--- src/rtl/udp_tx_engine.sv ---
// udp_tx_engine: round-robin FIFO-to-GMII UDP/IPv4 frame generator.
// Ports:
//   e_rxc           in   sole clock, rising edge
//   reset_n         in   asynchronous active-low reset
//   fifo_data       in   8*NUM_CH  FWFT read data, channel k at [8k+7:8k]
//   fifo_data_count in  11*NUM_CH  fill level, channel k at [11k+10:11k]
//   fifo_rd_en      out  NUM_CH    one-hot read strobe (byte used same cycle)
//   e_txen/e_txd    out  GMII transmit enable / data (registered)
//   e_txer          out  GMII transmit error, tied low
//   busy            out  high from arbitration through inter-frame gap
//   cur_ch          out  channel of the frame in progress
module udp_tx_engine #(
   parameter int          NUM_CH      = 2,
   parameter int          PAYLOAD_LEN = 1024,
   parameter int          IFG_CYCLES  = 12,
   parameter logic [47:0] SRC_MAC     = 48'h000A_3501_FEC0,
   parameter logic [47:0] DST_MAC     = 48'hFFFF_FFFF_FFFF,
   parameter logic [31:0] SRC_IP      = {8'd192, 8'd168, 8'd0, 8'd2},
   parameter logic [31:0] DST_IP      = {8'd192, 8'd168, 8'd0, 8'd3},
   parameter logic [15:0] SRC_PORT    = 16'd8080,
   parameter logic [15:0] DST_PORT    = 16'd8080
) (
   input  logic                   e_rxc,
   input  logic                   reset_n,
   input  logic [8*NUM_CH-1:0]    fifo_data,
   input  logic [11*NUM_CH-1:0]   fifo_data_count,
   output logic [NUM_CH-1:0]      fifo_rd_en,
   output logic                   e_txen,
   output logic [7:0]             e_txd,
   output logic                   e_txer,
   output logic                   busy,
   output logic [2:0]             cur_ch
);

   typedef enum logic [3:0] {
      S_IDLE,
      S_ARB,
      S_PRE,
      S_ETH,
      S_IP,
      S_UDP,
      S_APP,
      S_PAY,
      S_FCS,
      S_IFG
   } state_t;

   localparam int            CW       = 16;
   localparam logic [15:0]   IP_LEN   = 16'(PAYLOAD_LEN + 32);
   localparam logic [15:0]   UDP_LEN  = 16'(PAYLOAD_LEN + 12);
   localparam logic [10:0]   THRESH   = 11'(PAYLOAD_LEN);
   localparam logic [CW-1:0] PAY_LAST = CW'(PAYLOAD_LEN - 1);
   localparam logic [CW-1:0] IFG_LAST =
      (IFG_CYCLES > 0) ? CW'(IFG_CYCLES - 1) : '0;
   localparam logic [111:0]  ETH_HDR  = {DST_MAC, SRC_MAC, 16'h0800};
   localparam logic [63:0]   UDP_HDR  = {SRC_PORT, DST_PORT, UDP_LEN, 16'h0000};

   // Reflected CRC-32, one byte per call.
   function automatic logic [31:0] crc_step(
      input logic [31:0] crc,
      input logic [7:0]  data
   );
      logic [31:0] c;
      c = crc ^ {24'h0, data};
      for (int i = 0; i < 8; i++) begin
         c = c[0] ? ((c >> 1) ^ 32'hEDB8_8320) : (c >> 1);
      end
      return c;
   endfunction

   // Only the id word varies between frames; all other header words
   // are parameters, so the sum is a cheap adder tree.
   function automatic logic [15:0] ip_csum(input logic [15:0] id);
      logic [31:0] s;
      s = 32'h4500 + 32'(IP_LEN) + 32'(id) + 32'h4000 + 32'h4011
        + 32'(SRC_IP[31:16]) + 32'(SRC_IP[15:0])
        + 32'(DST_IP[31:16]) + 32'(DST_IP[15:0]);
      s = {16'h0, s[15:0]} + {16'h0, s[31:16]};
      s = {16'h0, s[15:0]} + {16'h0, s[31:16]};
      return ~s[15:0];
   endfunction

   state_t                   state_q, state_d;
   logic [CW-1:0]            cnt_q, cnt_d;
   logic [2:0]               ch_q, ch_d;
   logic [2:0]               rr_q, rr_d;
   logic [15:0]              id_q, id_d;
   logic [NUM_CH-1:0][15:0]  fidx_q, fidx_d;
   logic [15:0]              csum_q, csum_d;
   logic [31:0]              crc_q, crc_d;
   logic [7:0]               txd_q, txd_d;
   logic                     txen_q, txen_d;
   logic                     busy_q, busy_d;

   logic [NUM_CH-1:0]        elig;
   logic [NUM_CH-1:0]        ch_onehot;
   logic                     gnt_vld;
   logic [2:0]               gnt_ch;
   logic [CW-1:0]            last_cnt;
   logic                     cnt_last;
   logic [7:0]               pay_byte;
   logic [15:0]              cur_idx;
   logic [159:0]             ip_hdr;
   logic [31:0]              app_hdr;
   logic [111:0]             eth_sh;
   logic [159:0]             ip_sh;
   logic [63:0]              udp_sh;
   logic [31:0]              app_sh;
   logic [31:0]              fcs_sh;
   logic                     crc_en;

   always_comb begin
      for (int k = 0; k < NUM_CH; k++) begin
         elig[k]      = fifo_data_count[11*k +: 11] >= THRESH;
         ch_onehot[k] = (ch_q == 3'(k));
      end
   end

   // Round robin: first eligible channel at or above the pointer,
   // otherwise wrap and take the first one below it.
   always_comb begin
      gnt_vld = 1'b0;
      gnt_ch  = 3'd0;
      for (int k = 0; k < NUM_CH; k++) begin
         if (!gnt_vld && elig[k] && (3'(k) >= rr_q)) begin
            gnt_vld = 1'b1;
            gnt_ch  = 3'(k);
         end
      end
      for (int k = 0; k < NUM_CH; k++) begin
         if (!gnt_vld && elig[k] && (3'(k) < rr_q)) begin
            gnt_vld = 1'b1;
            gnt_ch  = 3'(k);
         end
      end
   end

   always_comb begin
      pay_byte = 8'h00;
      cur_idx  = 16'h0000;
      for (int k = 0; k < NUM_CH; k++) begin
         if (ch_onehot[k]) begin
            pay_byte = fifo_data[8*k +: 8];
            cur_idx  = fidx_q[k];
         end
      end
   end

   always_comb begin
      last_cnt = '0;
      unique case (state_q)
         S_PRE:   last_cnt = CW'(7);
         S_ETH:   last_cnt = CW'(13);
         S_IP:    last_cnt = CW'(19);
         S_UDP:   last_cnt = CW'(7);
         S_APP:   last_cnt = CW'(3);
         S_PAY:   last_cnt = PAY_LAST;
         S_FCS:   last_cnt = CW'(3);
         S_IFG:   last_cnt = IFG_LAST;
         default: last_cnt = '0;
      endcase
   end

   assign cnt_last = (cnt_q == last_cnt);

   // State register
   always_ff @(posedge e_rxc or negedge reset_n) begin
      if (!reset_n) begin
         state_q <= S_IDLE;
         cnt_q   <= '0;
      end else begin
         state_q <= state_d;
         cnt_q   <= cnt_d;
      end
   end

   // Next-state logic
   always_comb begin
      state_d = state_q;
      cnt_d   = '0;
      unique case (state_q)
         S_IDLE: if (|elig) state_d = S_ARB;
         S_ARB:  state_d = gnt_vld ? S_PRE : S_IDLE;
         default: begin
            if (!cnt_last) begin
               cnt_d = cnt_q + 1'b1;
            end else begin
               unique case (state_q)
                  S_PRE:   state_d = S_ETH;
                  S_ETH:   state_d = S_IP;
                  S_IP:    state_d = S_UDP;
                  S_UDP:   state_d = S_APP;
                  S_APP:   state_d = S_PAY;
                  S_PAY:   state_d = S_FCS;
                  S_FCS:   state_d = S_IFG;
                  default: state_d = S_IDLE;
               endcase
            end
         end
      endcase
   end

   assign ip_hdr  = {16'h4500, IP_LEN, id_q, 16'h4000, 16'h4011,
                     csum_q, SRC_IP, DST_IP};
   assign app_hdr = {5'b00000, ch_q, 8'h00, cur_idx};

   // Output logic. The wire byte is registered, so the state machine
   // runs one cycle ahead of e_txd; that lead is what lets the read
   // strobe precede its byte on the wire by exactly one cycle.
   always_comb begin
      txd_d      = 8'h00;
      txen_d     = 1'b0;
      busy_d     = (state_q != S_IDLE);
      fifo_rd_en = '0;
      eth_sh     = ETH_HDR << {cnt_q[3:0], 3'b000};
      ip_sh      = ip_hdr << {cnt_q[4:0], 3'b000};
      udp_sh     = UDP_HDR << {cnt_q[2:0], 3'b000};
      app_sh     = app_hdr << {cnt_q[1:0], 3'b000};
      fcs_sh     = (~crc_q) >> {cnt_q[1:0], 3'b000};
      unique case (state_q)
         S_PRE: begin
            txen_d = 1'b1;
            txd_d  = (cnt_q == CW'(7)) ? 8'hD5 : 8'h55;
         end
         S_ETH: begin
            txen_d = 1'b1;
            txd_d  = eth_sh[111:104];
         end
         S_IP: begin
            txen_d = 1'b1;
            txd_d  = ip_sh[159:152];
         end
         S_UDP: begin
            txen_d = 1'b1;
            txd_d  = udp_sh[63:56];
         end
         S_APP: begin
            txen_d = 1'b1;
            txd_d  = app_sh[31:24];
         end
         S_PAY: begin
            txen_d     = 1'b1;
            txd_d      = pay_byte;
            fifo_rd_en = ch_onehot;
         end
         S_FCS: begin
            txen_d = 1'b1;
            txd_d  = fcs_sh[7:0];
         end
         default: begin
            txen_d = 1'b0;
         end
      endcase
   end

   assign crc_en = (state_q == S_ETH) || (state_q == S_IP) ||
                   (state_q == S_UDP) || (state_q == S_APP) ||
                   (state_q == S_PAY);

   always_comb begin
      ch_d   = ch_q;
      rr_d   = rr_q;
      id_d   = id_q;
      fidx_d = fidx_q;
      csum_d = csum_q;
      crc_d  = crc_q;
      if (state_q == S_ARB) begin
         crc_d  = 32'hFFFF_FFFF;
         csum_d = ip_csum(id_q);
         if (gnt_vld) begin
            ch_d = gnt_ch;
            rr_d = (gnt_ch == 3'(NUM_CH - 1)) ? 3'd0 : gnt_ch + 3'd1;
         end
      end
      if (crc_en) begin
         crc_d = crc_step(crc_q, txd_d);
      end
      if ((state_q == S_FCS) && cnt_last) begin
         id_d = id_q + 16'd1;
         for (int k = 0; k < NUM_CH; k++) begin
            if (ch_onehot[k]) fidx_d[k] = fidx_q[k] + 16'd1;
         end
      end
   end

   always_ff @(posedge e_rxc or negedge reset_n) begin
      if (!reset_n) begin
         ch_q   <= 3'd0;
         rr_q   <= 3'd0;
         id_q   <= 16'h0000;
         fidx_q <= '0;
         csum_q <= 16'h0000;
         crc_q  <= 32'hFFFF_FFFF;
         txd_q  <= 8'h00;
         txen_q <= 1'b0;
         busy_q <= 1'b0;
      end else begin
         ch_q   <= ch_d;
         rr_q   <= rr_d;
         id_q   <= id_d;
         fidx_q <= fidx_d;
         csum_q <= csum_d;
         crc_q  <= crc_d;
         txd_q  <= txd_d;
         txen_q <= txen_d;
         busy_q <= busy_d;
      end
   end

   assign e_txd  = txd_q;
   assign e_txen = txen_q;
   assign e_txer = 1'b0;
   assign busy   = busy_q;
   assign cur_ch = ch_q;

endmodule

--- config.mk ---
export PLATFORM = sky130hd
export DESIGN_NAME = udp_tx_engine
export DESIGN_NICKNAME = d
export VERILOG_FILES = /design/src/rtl/udp_tx_engine.sv
export SDC_FILE = /design/constraint.sdc
export NUM_CORES = 1
export LEC_CHECK = 0
export ABC_AREA = 1
export ABC_CLOCK_PERIOD_IN_PS = 10700
export CAP_MARGIN = 15
export CELL_PAD_IN_SITES_DETAIL_PLACEMENT = 1
export CELL_PAD_IN_SITES_GLOBAL_PLACEMENT = 2
export CORE_MARGIN = 2
export CORE_UTILIZATION = 37
export DETAILED_ROUTE_END_ITERATION = 8
export HOLD_SLACK_MARGIN = 0.1
export PLACE_DENSITY = 0.91
export REMOVE_ABC_BUFFERS = 1
export SYNTH_ARGS = -nofsm -noshare
export SYNTH_HDL_FRONTEND = slang
export SYNTH_SLANG_ARGS = --single-unit
--- constraint.sdc ---
create_clock -name e_rxc -period 10.7 [get_ports e_rxc]
set_input_delay 1.07 -clock e_rxc [delete_from_list [all_inputs] [get_ports e_rxc]]
set_output_delay 1.07 -clock e_rxc [all_outputs]
set_load 0.02 [all_outputs]
Word level (Yosys, flattened, before mapping). Memory sizes are Yosys's and may differ from the RTL's. Index checks and enable logic that the tools add are counted.

Add/sub/neg operators: 14. $lt $le $gt $ge: 6. Equal/unequal tests: 13. Shift-type cells: 5. Multiplexer cells: 33. Bitwise operators: 11. Reductions and logical operators: 27.

Operators by type and width (number): 32-bit 2-to-1 mux (10); 159-bit by 8-bit left shift with 160-bit output (1); 13-bit NOT with 14-bit output (8); 112-bit by 7-bit left shift with 112-bit output (first input constant) (1); 16-bit by 1-bit adder with 16-bit output (second input constant) (4); 16-bit 2-to-1 mux (4); 61-bit by 6-bit left shift with 64-bit output (first input constant) (1); 8-bit case mux with 7 select lines (1); 32-bit NOT (1); 27-bit by 5-bit left shift with 32-bit output (1); 32-bit by 5-bit right shift with 8-bit output (1); 32-bit by 8-bit XOR with 32-bit output (1); 4-bit case mux with 7 select lines (1); 8-bit 2-to-1 mux (3); 22-bit by 2-bit adder with 23-bit output (second input constant) (1); 21-bit by 16-bit adder with 22-bit output (second input constant) (1); 11-bit greater-or-equal comparator (second input constant) (2); 20-bit by 2-bit adder with 21-bit output (second input constant) (1); 19-bit by 16-bit adder with 20-bit output (second input constant) (1); 18-bit by 15-bit adder with 19-bit output (second input constant) (1); 17-bit by 15-bit adder with 18-bit output (second input constant) (1); 15-bit by 16-bit adder with 17-bit output (first input constant) (1); 16-bit by 7-bit adder with 17-bit output (1); 16-bit by 1-bit adder with 16-bit output (1); other kinds (28) (60).

Register bits after elaboration: 132. Bits in read-only memories: 160. Input bits: 40. Output and inout port bits: 16. Word-level logic and storage cells: 122. Memories: 1.

Memories: (no name shown) (depth 16, bits a word 10, rd ports 1, clocked after memory_dff 0, write ports 0, RTL line 151) `unique case (state_q)`.

Depth between registers and ports, before layout.
Depth after elaboration: 23. Gate-level depth with buffers: 37.

Least setup slack after synthesis. No wires, ideal clock.

Path kind: flip-flop to flip-flop. From: register id_q[7]. To: register csum_q[15]. Arrival: 4084 ps. Slack: 6498 ps. Stages on the path, launching flop included: 36. Path buffers: 0. Cells stage by stage: dfrtp_1 inv_1 nand2_1 nor2_1 inv_1 o21ai_0 nand2_1 a31oi_1 ha_1 inv_1 ha_1 nor2_1 inv_1 nor2_1 nand3_1 nor2_1 nand2_1 nor2_1 nand4_1 inv_1 nand4_1 nor3_1 ha_1 nand4_1 nor2_1 nand3_1 nor2_1 nand2_1 nor2_1 nand2_1 nor2_2 nand3_1 nor2_1 nand4_1 nand3_1 nand2_1.

Longest elaborated chain between the ends: 10.

Ends and longest elaborated chain: start, declared (RTL line 87) `logic [15:0] id_q, id_d;`; start signal, assigned (RTL line 300) `id_q <= id_d;`; 15-bit by 16-bit adder with 17-bit output (RTL line 75) `s = 32'h4500 + 32'(IP_LEN) + 32'(id) + 32'h4000 + 32'h4011`; 17-bit by 15-bit adder with 18-bit output (RTL line 75); 18-bit by 15-bit adder with 19-bit output (RTL line 75); 19-bit by 16-bit adder with 20-bit output (RTL line 76) `+ 32'(SRC_IP[31:16]) + 32'(SRC_IP[15:0])`; 20-bit by 2-bit adder with 21-bit output (RTL line 76); 21-bit by 16-bit adder with 22-bit output (RTL line 77) `+ 32'(DST_IP[31:16]) + 32'(DST_IP[15:0]);`; 22-bit by 2-bit adder with 23-bit output (RTL line 77); 16-bit by 7-bit adder with 17-bit output (RTL line 78) `s = {16'h0, s[15:0]} + {16'h0, s[31:16]};`; 16-bit by 1-bit adder with 16-bit output (RTL line 79) `s = {16'h0, s[15:0]} + {16'h0, s[31:16]};`; 16-bit NOT (RTL line 80) `return ~s[15:0];`; end signal, assigned (RTL line 302) `csum_q <= csum_d;`; end, declared (RTL line 89) `logic [15:0] csum_q, csum_d;`.

Every way passes these cells. A chain may end at the register's enable or synchronous reset.

Worst setup path in the final report. Same ends and word-level chain as after synthesis.

==> impl_metrics.py <==
metrics = {
    "status": {
        "status": "finished clean",
    },
    "power_and_ir_drop": {
        "p_per_area_nw_per_um2": 102,
        "swShare_pct": 23.9,
        "peakVddDrop_mv": 0.0974,
        "pwr-share-comb_pct": 2.4,
        "switching_power_uw": 264,
        "pwr-share-clk_pct": 53.8,
        "p_seq_share_pct": 43.8,
        "intPower_uw": 844,
        "power_leakage_nw": 5.32,
    },
    "global_route": {
        "met1_usage_pct": 33.2,
        "grtUsageMet3_pct": 3.25,
        "grt_pass1_vias": 10198,
        "grt_pass1_wl_um": 54700,
        "grt_overflow": 0,
        "global_route.usage.met2_pct": 40.8,
        "grtUsageTotal_pct": 24.8,
        "grt_max_degree": 67,
        "antenna_found_initial": 0,
        "grt_busiest_layer": "met2",
    },
    "floorplan": {
        "initial_core_util_pct": 37.4,
        "die_width_um": 166,
        "placementRows": 59,
        "die_h_um": 166,
        "ios": 56,
        "die_area_um2": 27500,
        "core-area_um2": 25800,
    },
    "synth": {
        "seq_area_frac_synth_pct": 33.5,
        "synth-seq-cells": 128,
        "postSynthCellCount": 1476,
        "synth.distinct_cells": 50,
        "yosys_warnings": 0,
        "netlist_area_um2": 9670,
        "ys.flop_type": "dfrtp_1",
        "avgSynthCellArea_um2": 6.55,
        "synth_edf_count": 0,
        "synthArstFlopShare_pct": 100,
    },
    "clocking": {
        "postCtsSetupBuffers": 0,
        "clk_latency_ps": 440,
        "cts_inserted_buffers": 17,
        "ctsResizeCount": 0,
        "cts_sinks": 128,
        "cts_tree": "done",
        "cts_root_buffer": "clkbuf_16",
        "clk_pin_slew_worst_paths_ps": 60,
        "cts.htree.levels": 4,
        "hold_buffers": 0,
        "cts_buffer_depth": 2,
    },
    "setup_path": {
        "slowest_stage": "dfrtp_1",
        "path_class": "register to register",
        "worstPathArrival_ps": 5670,
        "crit_fanout": 6,
        "critPathCaptureType": "register",
        "cp-start-kind": "register",
        "cpMostUsedCell": "nor2_1",
        "r2r_slack_ps": 5350,
        "worstReg2RegEnd": "csum_q[15]",
        "worst-path-buf-inv": 5,
        "timing.rr.start": "id_q[7]",
        "crit_family": "simple AND/OR/NAND/NOR gates",
        "cpPeakStageDelay_ps": 450,
        "worst_r2r_path_depth": 35,
        "cp.required_ps": 11020,
    },
    "layout": {
        "final_cell_mix": "nand2_1 (486), inv_1 (176), nor2_1 (144)",
        "fin_cells": 1848,
        "nNetsFinal": 1559,
        "area_growth_pct": 12.1,
        "drive_above_1_share_pct": 7.40,
        "stdcell_area_um2": 10800,
        "diodes": 0,
        "final_common_cell": "nand2_1",
        "finish.utilization_pct": 42.0,
    },
    "sta": {
        "min_period_over_period_pct": 50.0,
        "hold_viol": 0,
        "slew_headroom_pct": 33.7,
        "fmax_mhz": 187,
        "setup_tns_ps": 0,
        "finalSetupViolCount": 0,
        "rsz0062_at_grt": "no",
        "fin_ws_ps": 5350,
        "min_period_ps": 5350,
        "tightest_slew_ps": 986,
        "finClkSkew_ps": 16.3,
        "finalMaxSlewViolations": 0,
    },
    "place": {
        "dpl_worst_slack_ps": 5400,
        "place.gp.congestion": 0.906,
        "io_buffers": 32,
        "place_inst": 1816,
        "post_dp_cell_area_um2": 10300,
        "hpwl_um": 25200,
    },
    "hold_path": {
        "min_to": "csum_q[1]",
        "holdCritStartpoint": "csum_q[1]",
        "holdPathStages": 2,
        "hold_path_class": "register to register",
    },
    "drt": {
        "ant_nets": 0,
        "first_iter_violations": 559,
        "first_pass_iters": 5,
        "wl_um": 33600,
        "drc": 0,
        "wl_per_cell_um": 18.2,
        "avgViaCountPerCell": 5.34,
        "vias": 9877,
    },
    "job": {
        "drv_cap": 0,
    },
}
-- cells in the mapped netlist (11+ instances only) --
cell / number / area (µm²)
ha_1: 19 / 238
clkbuf_1: 11 / 41.3
inv_1: 176 / 661
nand3_1: 128 / 641
nor2_2: 11 / 68.8
nor2_1: 144 / 541
xor2_1: 57 / 499
xnor2_1: 11 / 96.3
buf_2: 11 / 55.1
a21oi_1: 48 / 240
dfstp_2: 32 / 841
nand2_1: 486 / 1820
dfrtp_1: 96 / 2400
o21ai_0: 79 / 395
nor3_1: 29 / 145
nand4_1: 27 / 169
-- cell families (layout without fill, tap and decap cells) --
kind of cell / after synthesis / in the layout / synth area share (%)
fa+ha+maj: 19 / 19 / 2.46
xor+xnor: 69 / 69 / 6.33
compound gates: 177 / 177 / 10.1
simple gates: 863 / 863 / 38.2
mux: 1 / 1 / 0.116
buf+inv: 218 / 253 / 9.18
flops: 128 / 128 / 33.5
other cells: 1 / 3 / 0.0388
-- state kept, by name (all words and copies together), names as in the netlist --
signal   flops
cnt_q       16
e_txd        8
busy         1
rr_q         1
state_q      4
e_txen       1
id_q        16
fidx_q      32
cur_ch       1
crc_q       32
csum_q      16
-- how the worst max path moves through the flow --
stage	start	endpoint	slack (ps)	cells after the start
CTS	id_q[7]	csum_q[15]	5380	36
floorplan	id_q[3]	csum_q[15]	6480	34
detailed placement	id_q[7]	csum_q[15]	5400	35
global route	id_q[7]	csum_q[15]	4680	36
global placement	id_q[3]	csum_q[15]	5600	34
finish	id_q[7]	csum_q[15]	5350	35
-- power groups by stage --
| stage | Sequential [mW] | Clock [mW] | Combinational (mW) |
|---|---|---|---|
| 2_1_floorplan | 0.495 | 0 | 0.00454 |
| 3_3_place_gp | 0.494 | 0 | 0.0277 |
| 3_5_place_dp | 0.494 | 0 | 0.0279 |
| 4_1_cts | 0.485 | 0.606 | 0.0281 |
| 5_1_grt | 0.485 | 0.630 | 0.0300 |
| 6_report | 0.485 | 0.596 | 0.0270 |
-- tightest hold or removal path: cells and delay by family, from the launching register on --
family	cells	cell delay, ps
and+or+nand+nor	1	50
DFF	1	340
AOI/OAI and AO/OA	1	60
-- per-layer routing --
metal	routed length (µm)	share of wire, %
met1	15800	47
met2	15700	47
met3	1070	3.2
met4	1070	3.2
met5	0	0
-- stage by stage --
step	hold slack [ps]	power, mW
5_1_grt	504	1.14
3_5_place_dp	469	0.522
2_1_floorplan	444	0.500
6_report	485	1.11
3_3_place_gp	462	0.521
4_1_cts	485	1.12
-- final cells by class --
cell class	count	area, µm²
repair buffers	37	359
well taps	335	419
flip-flops and latches	128	3240
fillers	3421	15000
clock buffers	20	447
clock inverters	12	135
inverters	184	691
multi-input cells	1132	5550
Power figures use the tool's default switching activity.
